**src/rtl/pla_toggle_monitor.sv**
```systemverilog
// Activity monitor for a PLA output bus: accumulates bit toggles and ones
// over a programmable sample window and returns them via valid/ready.
module pla_toggle_monitor #(
    parameter int OUT_W = 10,
    parameter int WIN_W = 16,
    parameter int ACC_W = 24
) (
    input  logic             clk,
    input  logic             rst_n,
    input  logic             start,
    input  logic [WIN_W-1:0] win_len,
    input  logic             in_valid,
    input  logic [OUT_W-1:0] pla_out,
    output logic             res_valid,
    input  logic             res_ready,
    output logic [ACC_W-1:0] res_toggles,
    output logic [ACC_W-1:0] res_ones,
    output logic             res_ovf,
    output logic             busy
);

    localparam int PC_W  = $clog2(OUT_W + 1);
    localparam int SUM_W = ACC_W + 1;

    typedef enum logic [1:0] {IDLE, PRIME, COUNT, REPORT} state_t;

    state_t           state;
    logic [WIN_W-1:0] len;
    logic [WIN_W-1:0] count;
    logic [OUT_W-1:0] prev;
    logic [ACC_W-1:0] tog_acc;
    logic [ACC_W-1:0] ones_acc;
    logic             ovf;
    logic             valid_q;

    function automatic logic [PC_W-1:0] popcount(input logic [OUT_W-1:0] v);
        logic [PC_W-1:0] n;
        n = '0;
        for (int i = 0; i < OUT_W; i++) begin
            n = n + PC_W'(v[i]);
        end
        return n;
    endfunction

    logic [PC_W-1:0]  pc_cur;
    logic [PC_W-1:0]  pc_tog;
    logic [SUM_W-1:0] tog_sum;
    logic [SUM_W-1:0] ones_sum;
    logic             tog_sat;
    logic             ones_sat;
    logic [ACC_W-1:0] tog_next;
    logic [ACC_W-1:0] ones_next;
    logic             last_cnt;

    assign pc_cur    = popcount(pla_out);
    assign pc_tog    = popcount(prev ^ pla_out);
    assign tog_sum   = {1'b0, tog_acc} + SUM_W'(pc_tog);
    assign ones_sum  = {1'b0, ones_acc} + SUM_W'(pc_cur);
    // The carry-out bit flags a sum past the accumulator range.
    assign tog_sat   = tog_sum[ACC_W];
    assign ones_sat  = ones_sum[ACC_W];
    assign tog_next  = tog_sat ? '1 : tog_sum[ACC_W-1:0];
    assign ones_next = ones_sat ? '1 : ones_sum[ACC_W-1:0];
    assign last_cnt  = (count + WIN_W'(1)) == len;

    always_ff @(posedge clk) begin
        if (!rst_n) begin
            state    <= IDLE;
            len      <= '0;
            count    <= '0;
            prev     <= '0;
            tog_acc  <= '0;
            ones_acc <= '0;
            ovf      <= 1'b0;
            valid_q  <= 1'b0;
        end else begin
            unique case (state)
                IDLE: begin
                    if (start) begin
                        len      <= win_len;
                        count    <= '0;
                        tog_acc  <= '0;
                        ones_acc <= '0;
                        ovf      <= 1'b0;
                        state    <= (win_len == '0) ? REPORT : PRIME;
                    end
                end
                PRIME: begin
                    if (in_valid) begin
                        prev     <= pla_out;
                        ones_acc <= ones_next;
                        ovf      <= ovf | ones_sat;
                        count    <= WIN_W'(1);
                        if (len == WIN_W'(1)) begin
                            state   <= REPORT;
                            valid_q <= 1'b1;
                        end else begin
                            state <= COUNT;
                        end
                    end
                end
                COUNT: begin
                    if (in_valid) begin
                        prev     <= pla_out;
                        tog_acc  <= tog_next;
                        ones_acc <= ones_next;
                        ovf      <= ovf | tog_sat | ones_sat;
                        count    <= count + WIN_W'(1);
                        if (last_cnt) begin
                            state   <= REPORT;
                            valid_q <= 1'b1;
                        end
                    end
                end
                REPORT: begin
                    // A zero-length window enters here without a result yet.
                    if (!valid_q) begin
                        valid_q <= 1'b1;
                    end else if (res_ready) begin
                        valid_q <= 1'b0;
                        state   <= IDLE;
                    end
                end
                default: state <= IDLE;
            endcase
        end
    end

    assign res_valid   = valid_q;
    assign res_toggles = tog_acc;
    assign res_ones    = ones_acc;
    assign res_ovf     = ovf;
    assign busy        = (state != IDLE);

endmodule

```
**config.mk**
```make
export PLATFORM = sky130hd
export DESIGN_NAME = pla_toggle_monitor
export DESIGN_NICKNAME = d
export VERILOG_FILES = /design/src/rtl/pla_toggle_monitor.sv
export SDC_FILE = /design/constraint.sdc
export NUM_CORES = 1
export LEC_CHECK = 0
export CORE_UTILIZATION = 30
export CTS_CLUSTER_DIAMETER = 40
export DETAILED_ROUTE_END_ITERATION = 10
export SLEW_MARGIN = 20
export SYNTH_ARGS = -nofsm -noshare
export SYNTH_HDL_FRONTEND = slang
export SYNTH_SLANG_ARGS = --single-unit
```
**constraint.sdc**
```tcl
create_clock -name clk -period 5.8 [get_ports clk]
set_input_delay 0.87 -clock clk [delete_from_list [all_inputs] [get_ports clk]]
set_output_delay 0.87 -clock clk [all_outputs]
set_load 0.01 [all_outputs]
```
# Yosys cells after proc, flatten, opt, wreduce, memory -nomap -nowiden
# Index checks and enable logic that the tools add are counted.
[totals]
ff_bits = 94
latchBits = 0
ram_bits = 0
mem_bits_ro = 0
inputBits = 31
out_inout_bits = 51
wordCells = 92
mem_count = 0
[classes]
add_sub_neg = 21
n_mul = 0
n_div = 0
magnitude_cmp = 0
n_eq_ne = 13
shift = 0
mux = 31
bitwise_logic = 4
reduce_logical = 15
[ops]
columns = ["operator", "count"]
rows = [
  ["two-way mux 24 bit", 5],
  ["case mux 24 bit (2 select lines)", 2],
  ["adder 24 x 4 -> 25 bit", 2],
  ["adder 4 x 1 -> 4 bit", 12],
  ["two-way mux 16 bit", 3],
  ["case mux 16 bit (3 select lines)", 1],
  ["adder 16 x 1 -> 16 bit (second input constant)", 1],
  ["equality test 16 x 1 -> 1 bit (second input constant)", 1],
  ["equality test 16 bit", 1],
  ["zero test 16 bit", 1],
  ["two-way mux 2 bit", 7],
  ["!= test 2 bit (second input constant)", 7],
  ["two-way mux 1 bit", 10],
  ["XOR 10 bit", 1],
  ["adder 3 x 1 -> 4 bit", 2],
  ["case mux 2 bit (4 select lines)", 1],
  ["adder 2 x 1 -> 3 bit", 2],
  ["case mux 1 bit (3 select lines)", 2],
  ["AND reduction 3 bit", 2],
  ["AND reduction 6 bit", 1],
  ["nonzero test 2 bit", 3],
  ["nonzero test 3 bit", 2],
  ["AND reduction 5 bit", 1],
  ["adder 1 x 1 -> 2 bit", 2],
  ["other kinds (8)", 12],
]

# Longest topological paths before layout
# Gate-level depths: netlist of run 1.
[depth]
ltp_word = 15
mapped_depth = 16
mapped_depth_nobuf = 15

# Least setup slack after synthesis of run 1
# OpenSTA, ideal clock, no wires.
[synth_timing]
path_type = "in2reg"
from = "in pla_out[0]"
to = "reg tog_acc[10] (netlist: res_toggles[10])"
setup_ns = 0.128
t_arrival_ns = 4.524
t_required_ns = 5.672
path_slack_ns = 1.149
cell_stages = 16
path_buffers = 1
cell_sequence = "xor2_1 -> fa_1 -> fa_1 -> inv_1 -> fa_1 -> fa_1 -> inv_1 -> fa_1 -> a21o_1 -> a21o_1 -> and4_1 -> nand3_1 -> clkbuf_1 -> o21ai_0 -> a22oi_1 -> nor2_1"
[synth_between]
elab_chain_len = 14
[synth_rtl]
columns = ["item", "line", "rtl"]
rows = [
  ["start, declared", "13", "input logic [OUT_W-1:0] pla_out,"],
  ["XOR 10 bit", "56", "assign pc_tog = popcount(prev ^ pla_out);"],
  ["adder 1 x 1 -> 2 bit", "40", "n = n + PC_W'(v[i]);"],
  ["adder 2 x 1 -> 3 bit", "40", ""],
  ["adder 3 x 1 -> 4 bit", "40", ""],
  ["adder 4 x 1 -> 4 bit (6 in a row)", "40", ""],
  ["adder 24 x 4 -> 25 bit", "57", "assign tog_sum = {1'b0, tog_acc} + SUM_W'(pc_tog);"],
  ["two-way mux 24 bit", "62", "assign tog_next = tog_sat ? '1 : tog_sum[ACC_W-1:0];"],
  ["two-way mux 24 bit", "103", "if (in_valid) begin"],
  ["case mux 24 bit (2 select lines)", "77", "unique case (state)"],
  ["end signal, assigned", "105", "tog_acc <= tog_next;"],
  ["end, declared", "31", "logic [ACC_W-1:0] tog_acc;"],
]
# No other way between the ends. The select of a mux whose other input is x is not followed.
# A chain may end at the register's enable or synchronous reset.

# Worst setup path after layout of run 1
[layout_timing]
from = "in pla_out[0]"
to = "reg ovf (netlist: res_ovf)"
[layout_between]
elab_chain_len = 15
word_cells_on_any_way = 27
classes_between = "20 x add/sub; 3 x mux; 4 x bitwise"
[layout_rtl]
columns = ["item", "line", "rtl"]
rows = [
  ["XOR 10 bit", "56", ""],
  ["adder 1 x 1 -> 2 bit", "40", ""],
  ["adder 2 x 1 -> 3 bit", "40", ""],
  ["adder 3 x 1 -> 4 bit", "40", ""],
  ["adder 4 x 1 -> 4 bit (6 in a row)", "40", ""],
  ["adder 24 x 4 -> 25 bit", "57", ""],
  ["bitwise OR 1 bit (2 in a row)", "107", "ovf <= ovf | tog_sat | ones_sat;"],
  ["two-way mux 1 bit", "103", ""],
  ["case mux 1 bit (3 select lines) (*)", "77", ""],
  ["end signal, assigned", "92", "ovf <= ovf | ones_sat;"],
  ["end signal, assigned", "107", ""],
  ["end, declared", "33", "logic ovf;"],
]
# Every way passes the cells marked *; elsewhere a longest branch is shown, timed or not. The select of a mux whose other input is x is not followed.

==> Implementation_results.wiki, run 1 <==
{| class="wikitable"
! Metric !! Value
|-
| Result of the run || finished, final reports clean
|-
| Proportion of netlist area held by the largest area contributor || 31.3%
|-
| Final critical-path required period || 5.33 ns
|-
| Count of final max-slew check failures || 0
|-
| Worst Path Required || 6.10 ns
|-
| Synth Flop Type || dfxtp_1
|-
| Effective utilization at floorplan || between 30 and 40%
|-
| Critical path capture point type || register
|-
| Clk network pwr share || around 29%
|-
| Total length of routed wires || ~17000 um
|-
| Largest fanout of any net on the critical path || 8
|-
| CTS tree || yes
|-
| Final hold violation count || 0
|-
| Cell area power density || 302 nW/um2
|-
| Max capacitance violation total || 0
|-
| Proportion of synthesized flip-flops having asynchronous set or reset || 0%
|-
| Fraction of power spent switching nets || a little under two fifths
|-
| Remaining antenna violation count after routing || 0
|-
| Number of antenna violations at the first check in global routing || 0
|-
| Worst clock skew || 0.00847 ns
|-
| Least-Margin Pin Slew || around 0.85 ns
|-
| Number of library cell types mapped by synthesis || 60
|-
| Synth top area cells || dfxtp_1, a21oi_1, nand2_1
|-
| Hold-fix buffer count after cts || 0
|-
| Die X-Extent || 143 um
|-
| Register bit count reported by yosys || between 90 and 100
|-
| Setup TNS after final layout || 0 ns
|-
| Portion of total power attributed to combinational logic || 38.5%
|-
| Setup repair after global routing missed its margin || false
|-
| Total standard cell area after synthesis || 6000 um2
|-
| Vert. Die Dim || 143 um
|-
| Util after Layout || 37.6%
|-
| GPL Wtd Cong || roughly 0.87
|-
| Die ar. || approximately 20000 um2
|-
| Num Clock Sinks || 94
|-
| Post-Syn Area per Cell || roughly 7.5 um2
|-
| Highest clock frequency the design can meet || 0.188 GHz
|-
| Post-Syn Nets || around 860
|-
| Sequential share of power || 32.9%
|-
| Area of the placeable core || 19500 um2
|-
| Worst setup margin || 0.475 ns
|-
| Synthesized instance count || 800
|-
| Clock insertion delay at the later pin of the skew report || 0.35 ns
|-
| Cells on Worst Hold Path || 2
|-
| Average vias per placed instance || 5.34
|-
| Class of the tightest hold or removal check || reg -> reg
|-
| Clock transition time at the flip-flop clock pins of the worst setup and hold paths || 0.07 ns
|-
| Post-route DRC || 0
|-
| Most frequent cells in the layout || nand2_1, dfxtp_1, a21oi_1, clkdlybuf4s50_1, o21ai_0
|-
| Overflow after GRT || 0
|-
| Number of nets in the finished design || 914
|-
| Antenna Diode Count || 0
|-
| H-tree levels || 3
|-
| Syn. warnings || 0
|-
| EDFF count, synth || 0
|-
| Sequential fraction of the synthesis area || approximately a third
|-
| Register-to-Register Path Depth || 15
|-
| WL per Instance || 15.5 um
|-
| PortBufs || 81
|-
| Relative slew slack || 42.6%
|-
| Global-route wire length before repair || 28200 um
|-
| Via count || between 5000 and 6000
|-
| Detailed Route Iter0 Violations || 450
|-
| Layout area overhead || 22.2%
|-
| Post-place setup slack || around 0.07 ns
|-
| Total GRT Usage || approximately 18%
|-
| Site row count || 51
|-
| CTS root buffer || clkbuf_16
|-
| Startpoint Class || primary input
|-
| HPWL reported at the end of detailed placement || about 12000 um
|-
| Fin crit share || 91.8%
|-
| Number of top-level design ports || 82
|-
| Pin count of the biggest net entering global routing || 45
|-
| Setup Buffers After CTS || 0
|-
| Number of buffers added by the clock tree synthesis step || 9
|-
| Max VDD drop || about 0.25 mV
|-
| CP Class || in -> reg
|-
| 1st-pass router iterations || 5
|-
| Most common library cell in the layout ignoring fill and taps || nand2_1
|-
| Via count of the first global-routing pass || 5557
|-
| Post-cts gate resize count || 0
|-
| Fraction of final layout cells sized beyond drive strength 1 || 3.62%
|-
| Switching power of the nets || 0.819 mW
|-
| Largest area contributor in the netlist || dfxtp_1
|-
| Leakage power of the design || 2.59 nW
|-
| Count of final setup violators || 0
|-
| Internal power of the cells || 1.40 mW
|-
| Arrival time worst endpoint || 5.62 ns
|-
| Maximum buffer depth of the clock tree || 2
|}
per-layer routing:
layer / track usage (%) / vias to the layer above / share of wire, %
li1: - / 2981 / -
met1: 23.0 / 2811 / 47
met2: 27.8 / 164 / 45
met3: 3.03 / 32 / 4.9
met4: 8.23 / 0 / 3.0
met5: 0 / - / 0
final cells by class:
type | count | area, um2
fill | 2082 | 12200
multi-input combinational | 625 | 3810
sequential | 94 | 1880
timing repair buffer | 90 | 878
tap | 265 | 332
clock buffer | 11 | 233
inverter | 33 | 124
clock inverter | 4 | 72.6
cells in the mapped netlist, types with 16 or more instances:
cell      instances
nor4_1           18
clkbuf_1         38
nor2_1           55
nor3_1           24
nand3_1          24
nand2_1         115
inv_1            33
a21oi_1          92
o21ai_0          74
ha_1             16
dfxtp_1          94
flip-flops by register name (all words and copies together), names as in the netlist:
register,flops
res_ones,24
res_toggles,24
count,16
len,16
prev,10
state,2
res_ovf,1
res_valid,1
cells by family after synthesis:
kind of cell / share of synthesized area (%)
simple gates: 25.5
compound gates: 24.9
flops: 31.3
buf+inv: 5.25
xor+xnor: 4.38
fa+ha+maj: 8.00
mux: 0.667
power by group through the flow:
stage               Clock [mW]  Combinational [mW]  Sequential (mW)
floorplan                    0               0.611            0.732
global placement             0               0.847            0.743
detailed placement           0               0.855            0.743
CTS                      0.648               0.859            0.729
global route             0.673               0.964            0.735
finish                   0.633               0.853            0.729
stage by stage:
step,cells,power [mW],hold WS [ns],instance area (um2)
finish,1122,2.22,0.468,7340
global placement,1107,1.59,0.455,7030
CTS,1122,2.24,0.470,7340
global route,1122,2.37,0.480,7340
detailed placement,1107,1.60,0.461,7030
floorplan,800,1.34,0.448,6000
path summary, 6_finish.rpt:
path / start / end / slack (ns)
setup reg to reg: prev[0] / res_ovf / 1.21
setup / recovery: pla_out[0] / res_ovf / 0.47
hold / removal: prev[2] / prev[2] / 0.47
hold reg to reg: prev[2] / prev[2] / 0.47
worst max-delay path, stage by stage:
cell and delay [ns]:
clkdlybuf4s50_1 0.54, xor2_1 0.21, fa_1 0.47, fa_1 0.54, inv_1 0.05, fa_1 0.50, fa_1 0.45, inv_1 0.08
fa_1 0.20, a21o_1 0.13, a21o_1 0.18, nand4_1 0.18, nor3_1 0.76, a21oi_1 0.15, nor2_1 0.11, o221a_2 0.19
(Power assumes the default switching activity.)
==> run 2: changes to the inputs <==
- clock period: 5.8 -> 4.7 ns (I/O delays scaled with it)
==> run 2 against run 1 <==
Clock power increased by 34%. Via count up 3.4%. Wire length increased by 2.6%. Critical path type unchanged. Non-clock buffer count rose by 30. Utilization increased by 1.6 points. Worst setup slack lost 0.35 ns. Sequential power is 24% higher. Total power rose by 29%. Final cell count up 2.8%.
==> Implementation_results.wiki, run 2 (synthesized netlist as in run 1, its figures left out) <==
{| class="wikitable"
! Metric !! Value
|-
| Worst Path Required || 4.95 ns
|-
| Worst R2R Setup Slack || roughly 0.60 ns
|-
| Met2 track demand over resource in global routing || 28.0%
|-
| Layout area overhead || 27.4%
|-
| Most common library cell in the layout ignoring fill and taps || nand2_1
|-
| Relative slew slack || about 49%
|-
| Max VDD drop || 0.225 mV
|-
| Most frequent cells in the layout || nand2_1, dfxtp_1, a21oi_1, clkdlybuf4s50_1, o21ai_0
|-
| Number of antenna violations at the first check in global routing || 0
|-
| Worst hold path endpoint || prev[1]
|-
| Multi-input gate area in the final layout || 3860 um2
|-
| Storage element area || 1880 um2
|-
| Cell area power density || 372 nW/um2
|-
| GPL Wtd Cong || 0.900
|-
| H-tree levels || 3
|-
| Setup Buffers After CTS || 0
|-
| Final hold violation count || 0
|-
| Die ar. || 20600 um2
|-
| Maximum buffer depth of the clock tree || 2
|-
| Fin crit share || a little over nine tenths
|-
| Average vias per placed instance || 5.37
|-
| Area of the placeable core || 19500 um2
|-
| Max capacitance violation total || 0
|-
| Largest fanout of any net on the critical path || 6
|-
| Post-route DRC || 0
|-
| Count of final setup violators || 0
|-
| Fillers || 2038
|-
| Leakage power of the design || 2.77 nW
|-
| Highest clock frequency the design can meet || 0.219 GHz
|-
| Busiest layer in global routing || met2
|-
| Remaining antenna violation count after routing || 0
|-
| Critical path capture point type || register
|-
| Pin count of the biggest net entering global routing || 57
|-
| Site row count || 51
|-
| Global-route wire length before repair || approximately 28000 um
|-
| Worst clock skew || just under 0.005 ns
|-
| Startpoint of the most critical register-to-register path || prev[0]
|-
| Via count of the first global-routing pass || 5540
|-
| Die X-Extent || 143 um
|-
| CP Class || in -> reg
|-
| WL per Instance || between 15 and 20 um
|-
| Result of the run || finished, final reports clean
|-
| CTS tree || yes
|-
| Register-to-Register Path Depth || 17
|-
| Min Hold Slack || 0.467 ns
|-
| Arrival time worst endpoint || about 4.8 ns
|-
| HPWL reported at the end of detailed placement || 12700 um
|-
| Overflow after GRT || 0
|-
| Clock transition time at the flip-flop clock pins of the worst setup and hold paths || 0.07 ns
|-
| Number of buffers added by the clock tree synthesis step || 9
|-
| Hold-fix buffer count after cts || 0
|-
| Setup repair after global routing missed its margin || false
|-
| Hold path startpoint || prev[1]
|-
| Cells on Worst Hold Path || 2
|-
| Via count || 6193
|-
| Total GRT Usage || 17.6%
|-
| Fraction of final layout cells sized beyond drive strength 1 || 7.77%
|-
| Critical register-to-register path endpoint || res_toggles[20]
|-
| Count of final max-slew check failures || 0
|-
| Met3 global-route usage || 2.57%
|-
| Antenna Diode Count || 0
|-
| Final critical-path required period || between 4 and 5 ns
|-
| Effective utilization at floorplan || 30.8%
|-
| CTS root buffer || clkbuf_16
|-
| PortBufs || 81
|-
| Least-Margin Pin Slew || 0.768 ns
|-
| Detailed Route Iter0 Violations || 334
|-
| Total length of routed wires || 17900 um
|-
| Class of the tightest hold or removal check || reg -> reg
|-
| Startpoint Class || primary input
|-
| Pwr Total || between 2 and 3 mW
|-
| Clock insertion delay at the later pin of the skew report || 0.36 ns
|-
| Number of nets in the finished design || around 940
|-
| Num Clock Sinks || 94
|-
| Met1 usage || about 23%
|-
| Number of top-level design ports || 82
|-
| Vert. Die Dim || 143 um
|-
| 1st-pass router iterations || 5
|}
## run 2: cell types whose count changed in the layout (fill, tap and decap cells not counted), sizes merged
cell / before / now
buf: 9 / 39
bufinv: 2 / 3
clkinvlp: 1 / 0
clkdlybuf4s50: 81 / 80
dlymetal6s2s: 0 / 1
clkbuf: 11 / 12
## run 2: how the worst max path moves through the flow
stage	slack [ns]	start	to
2_1_floorplan	0.21	pla_out[0]	res_toggles[10]
4_1_cts	-0.02	pla_out[2]	res_toggles[20]
3_5_place_dp	-0.69	pla_out[0]	res_ovf
6_report	0.13	pla_out[2]	res_toggles[20]
3_3_place_gp	-0.62	pla_out[0]	res_ovf
5_1_grt	0.002	pla_out[2]	res_toggles[20]
## run 2: cell type report
type                    count  area share, %
multi-input cells         625           50.4
flip-flops and latches     94           24.6
repair buffers            120           14.7
well taps                 265           4.33
clock buffers              12           3.09
inverters                  33           1.62
clock inverters             4           1.24
## run 2: critical path, stage by stage
cell and delay (ns):
clkdlybuf4s50_1 0.49, xor2_1 0.18, fa_1 0.47, fa_1 0.55, inv_1 0.05, fa_1 0.46, fa_2 0.35, inv_1 0.08
fa_2 0.20, a21o_1 0.12, a21o_1 0.19, nand4_1 0.19, buf_4 0.22, nor2_2 0.13, buf_4 0.13, nand2_1 0.04
a22oi_1 0.16, nor2_1 0.08
## run 2: through the flow
stage | setup TNS (ns) | std cells | area [um2] | worst slack, ns | util (%)
after CTS | -0.0173 | 1153 | 7610 | -0.0173 | 39.0
after global placement | -11.39 | 1137 | 7270 | -0.618 | 37.2
after detailed placement | -14.51 | 1137 | 7270 | -0.691 | 37.2
after global routing | 0 | 1153 | 7650 | 0.00238 | 39.2
after floorplan | 0 | 800 | 6000 | 0.214 | -
final | 0 | 1153 | 7650 | 0.129 | 39.2
## run 2: what timing repair did
item,CTS,global route
resized for setup,2,9
endpoints found under the setup margin,12,47
pin swaps,6,8
## run 2: layer usage
metal | up-vias | part of all wire (%)
met5 | - | 0
met4 | 0 | 2.9
met3 | 32 | 4.1
met2 | 148 | 47
met1 | 2974 | 46
li1 | 3039 | -
## run 2: power by group
group	leakage (nW)	internal, mW	switching [mW]
sequential	0.761	0.847	0.0537
combinational	1.85	0.445	0.657
clock	0.161	0.520	0.326
total	2.77	1.81	1.04
==> run 3: changes to the inputs <==
- CORE_MARGIN: default -> 4
==> run 3 against run 2 <==
Global-route usage shrank 1.3 points. Final cell count is essentially flat. Clock power shrank 17%. Combinational power is essentially flat. Critical path depth shrank 3. Worst setup slack gained 0.095 ns. Sequential cell count is the same. Clock skew grew 0.0026 ns. First-iteration DRC count grew 40%. Clock-buffer cell count shrank 1. Utilization shrank 0.50 points. Die area grew 8.5%. Largest cell class unchanged.
==> Implementation_results.wiki, run 3 (synthesized netlist as in run 1, its figures left out) <==
{| class="wikitable"
! Metric !! Value
|-
| Result of the run || finished, final reports clean
|-
| Min Hold Slack || 0.469 ns
|-
| CP Class || in -> reg
|-
| Count of final max-slew check failures || 0
|-
| Max capacitance violation total || 0
|-
| Post-route DRC || 0
|-
| HPWL reported at the end of detailed placement || 12900 um
|-
| Relative slew slack || about a third
|-
| Setup TNS after final layout || 0 ns
|-
| GPL Wtd Cong || 0.847
|-
| Fraction of final layout cells sized beyond drive strength 1 || 7.78%
|-
| Average vias per placed instance || around 5.4
|-
| Cell area power density || approximately 350 nW/um2
|-
| CTS root buffer || clkbuf_16
|-
| 1st-pass router iterations || 5
|-
| Count of final setup violators || 0
|-
| Number of antenna violations at the first check in global routing || 0
|-
| Crit path top cell by count || fa_1
|-
| Highest clock frequency the design can meet || roughly 0.22 GHz
|-
| Worst clock skew || 0.00743 ns
|-
| Largest fanout of any net on the critical path || 10
|-
| Longest individual stage delay on the worst path || 0.55 ns
|-
| WL per Instance || 15.7 um
|-
| Number of buffers added by the clock tree synthesis step || 9
|-
| Via count of the first global-routing pass || between 5000 and 6000
|-
| Die X-Extent || roughly 150 um
|-
| Layout area overhead || 26.2%
|-
| PortBufs || 81
|-
| Hold-fix buffer count after cts || 0
|-
| Maximum buffer depth of the clock tree || 2
|-
| Pin count of the biggest net entering global routing || 50
|-
| Total GRT Usage || 16.2%
|-
| Antenna Diode Count || 0
|-
| Leakage power of the design || 2.76 nW
|-
| Detailed Route Iter0 Violations || about 470
|-
| Num Clock Sinks || 94
|-
| Global-route wire length before repair || 29700 um
|-
| Clock insertion delay at the later pin of the skew report || 0.35 ns
|-
| Max VDD drop || 0.226 mV
|-
| Overflow after GRT || 0
|-
| Ordered cell list for the critical path || clkdlybuf4s50_1 > fa_1 > inv_1 > fa_1 > fa_1 > fa_1 > inv_1 > fa_1 > a21o_1 > a21oi_1 > or4_1 > nor2_1 > buf_4 > o21ai_0 > a21oi_1
|-
| Clock transition time at the flip-flop clock pins of the worst setup and hold paths || 0.07 ns
|-
| H-tree levels || 3
|-
| Critical path capture point type || register
|-
| Fillers || 2061
|-
| Area of the placeable core || 19600 um2
|-
| Crit path max-delay cell type || fa_1
|-
| Most frequent cells in the layout || nand2_1, dfxtp_1, a21oi_1, clkdlybuf4s50_1, o21ai_0
|-
| Number of nets in the finished design || 943
|-
| Die ar. || 22300 um2
|-
| Site row count || 51
|-
| CTS tree || yes
|-
| Number of top-level design ports || 82
|-
| Pwr Total || 2.68 mW
|-
| Remaining antenna violation count after routing || 0
|-
| Final hold violation count || 0
|-
| Most common library cell in the layout ignoring fill and taps || nand2_1
|-
| Least-Margin Pin Slew || 0.969 ns
|-
| Startpoint Class || primary input
|-
| Vert. Die Dim || around 150 um
|-
| Class of the tightest hold or removal check || reg -> reg
|-
| Setup repair after global routing missed its margin || false
|-
| Via count || 6177
|-
| Total length of routed wires || 18000 um
|-
| Effective utilization at floorplan || 30.7%
|-
| Fin crit share || 95.2%
|-
| Arrival time worst endpoint || around 4.8 ns
|-
| Final critical-path required period || 4.48 ns
|-
| Worst Path Required || 4.98 ns
|-
| Worst R2R Setup Slack || 0.57 ns
|}
[run 3: changes by cell type in the layout (fill, tap and decap cells not counted), sizes merged, moves of 2 or more]
cell	before	now
dlymetal6s2s	1	5
clkinvlp	0	2
bufinv	3	0
clkdlybuf4s50	80	76
[run 3: power by group]
group	leakage, nW	total, mW	switching (mW)	internal, mW
combinational	1.86	1.07	0.649	0.423
sequential	0.761	0.902	0.0549	0.847
clock	0.132	0.702	0.328	0.374
[run 3: through the flow]
step / area (um2) / worst slack (ns) / util [%] / instances
6_report: 7580 / 0.224 / 38.7 / 1152
5_1_grt: 7580 / 0.0157 / 38.7 / 1152
4_1_cts: 7530 / 0.0112 / 38.4 / 1151
3_5_place_dp: 7240 / -0.574 / 37.0 / 1135
3_3_place_gp: 7240 / -0.521 / 37.0 / 1135
2_1_floorplan: 6000 / 0.214 / - / 800
[run 3: area by class of cell]
cell class	instances	area (um2)	area share [%]
clock inverters	5	33.8	0.446
inverters	33	124	1.63
clock buffers	11	243	3.20
well taps	265	332	4.38
flip-flops and latches	94	1880	24.8
repair buffers	119	1110	14.7
multi-input cells	625	3850	50.8
[run 3: worst paths after layout]
check | cells past startpoint | from | endpoint
max | 15 | pla_out[1] | res_ones[1]
min | 2 | prev[1] | prev[1]
max reg2reg | 17 | prev[0] | res_toggles[13]
min reg2reg | 2 | prev[1] | prev[1]
[run 3: repair_timing]
item | CTS | global route
pin swaps | 4 | 13
setup endpoints to repair | 13 | 41
gates resized for setup | 4 | 9
cloned | 0 | 0
setup buffers | 0 | 1
[run 3: routing by layer]
metal | vias up | part of all wire, % | track usage, %
met2 | 162 | 47 | 25.7
met4 | 0 | 1.3 | 4.35
met3 | 19 | 5.0 | 3.18
met5 | - | 0 | 0
met1 | 2956 | 47 | 22.6
li1 | 3040 | - | -
[run 3: worst max-delay path, delay by kind of cell]
family                   cells  cell delay, ns
buffers and inverters        4            0.82
adder cells (fa/ha/maj)      5            2.09
AO/OA/AOI/OAI                4            0.49
AND/OR/NAND/NOR              2            0.64
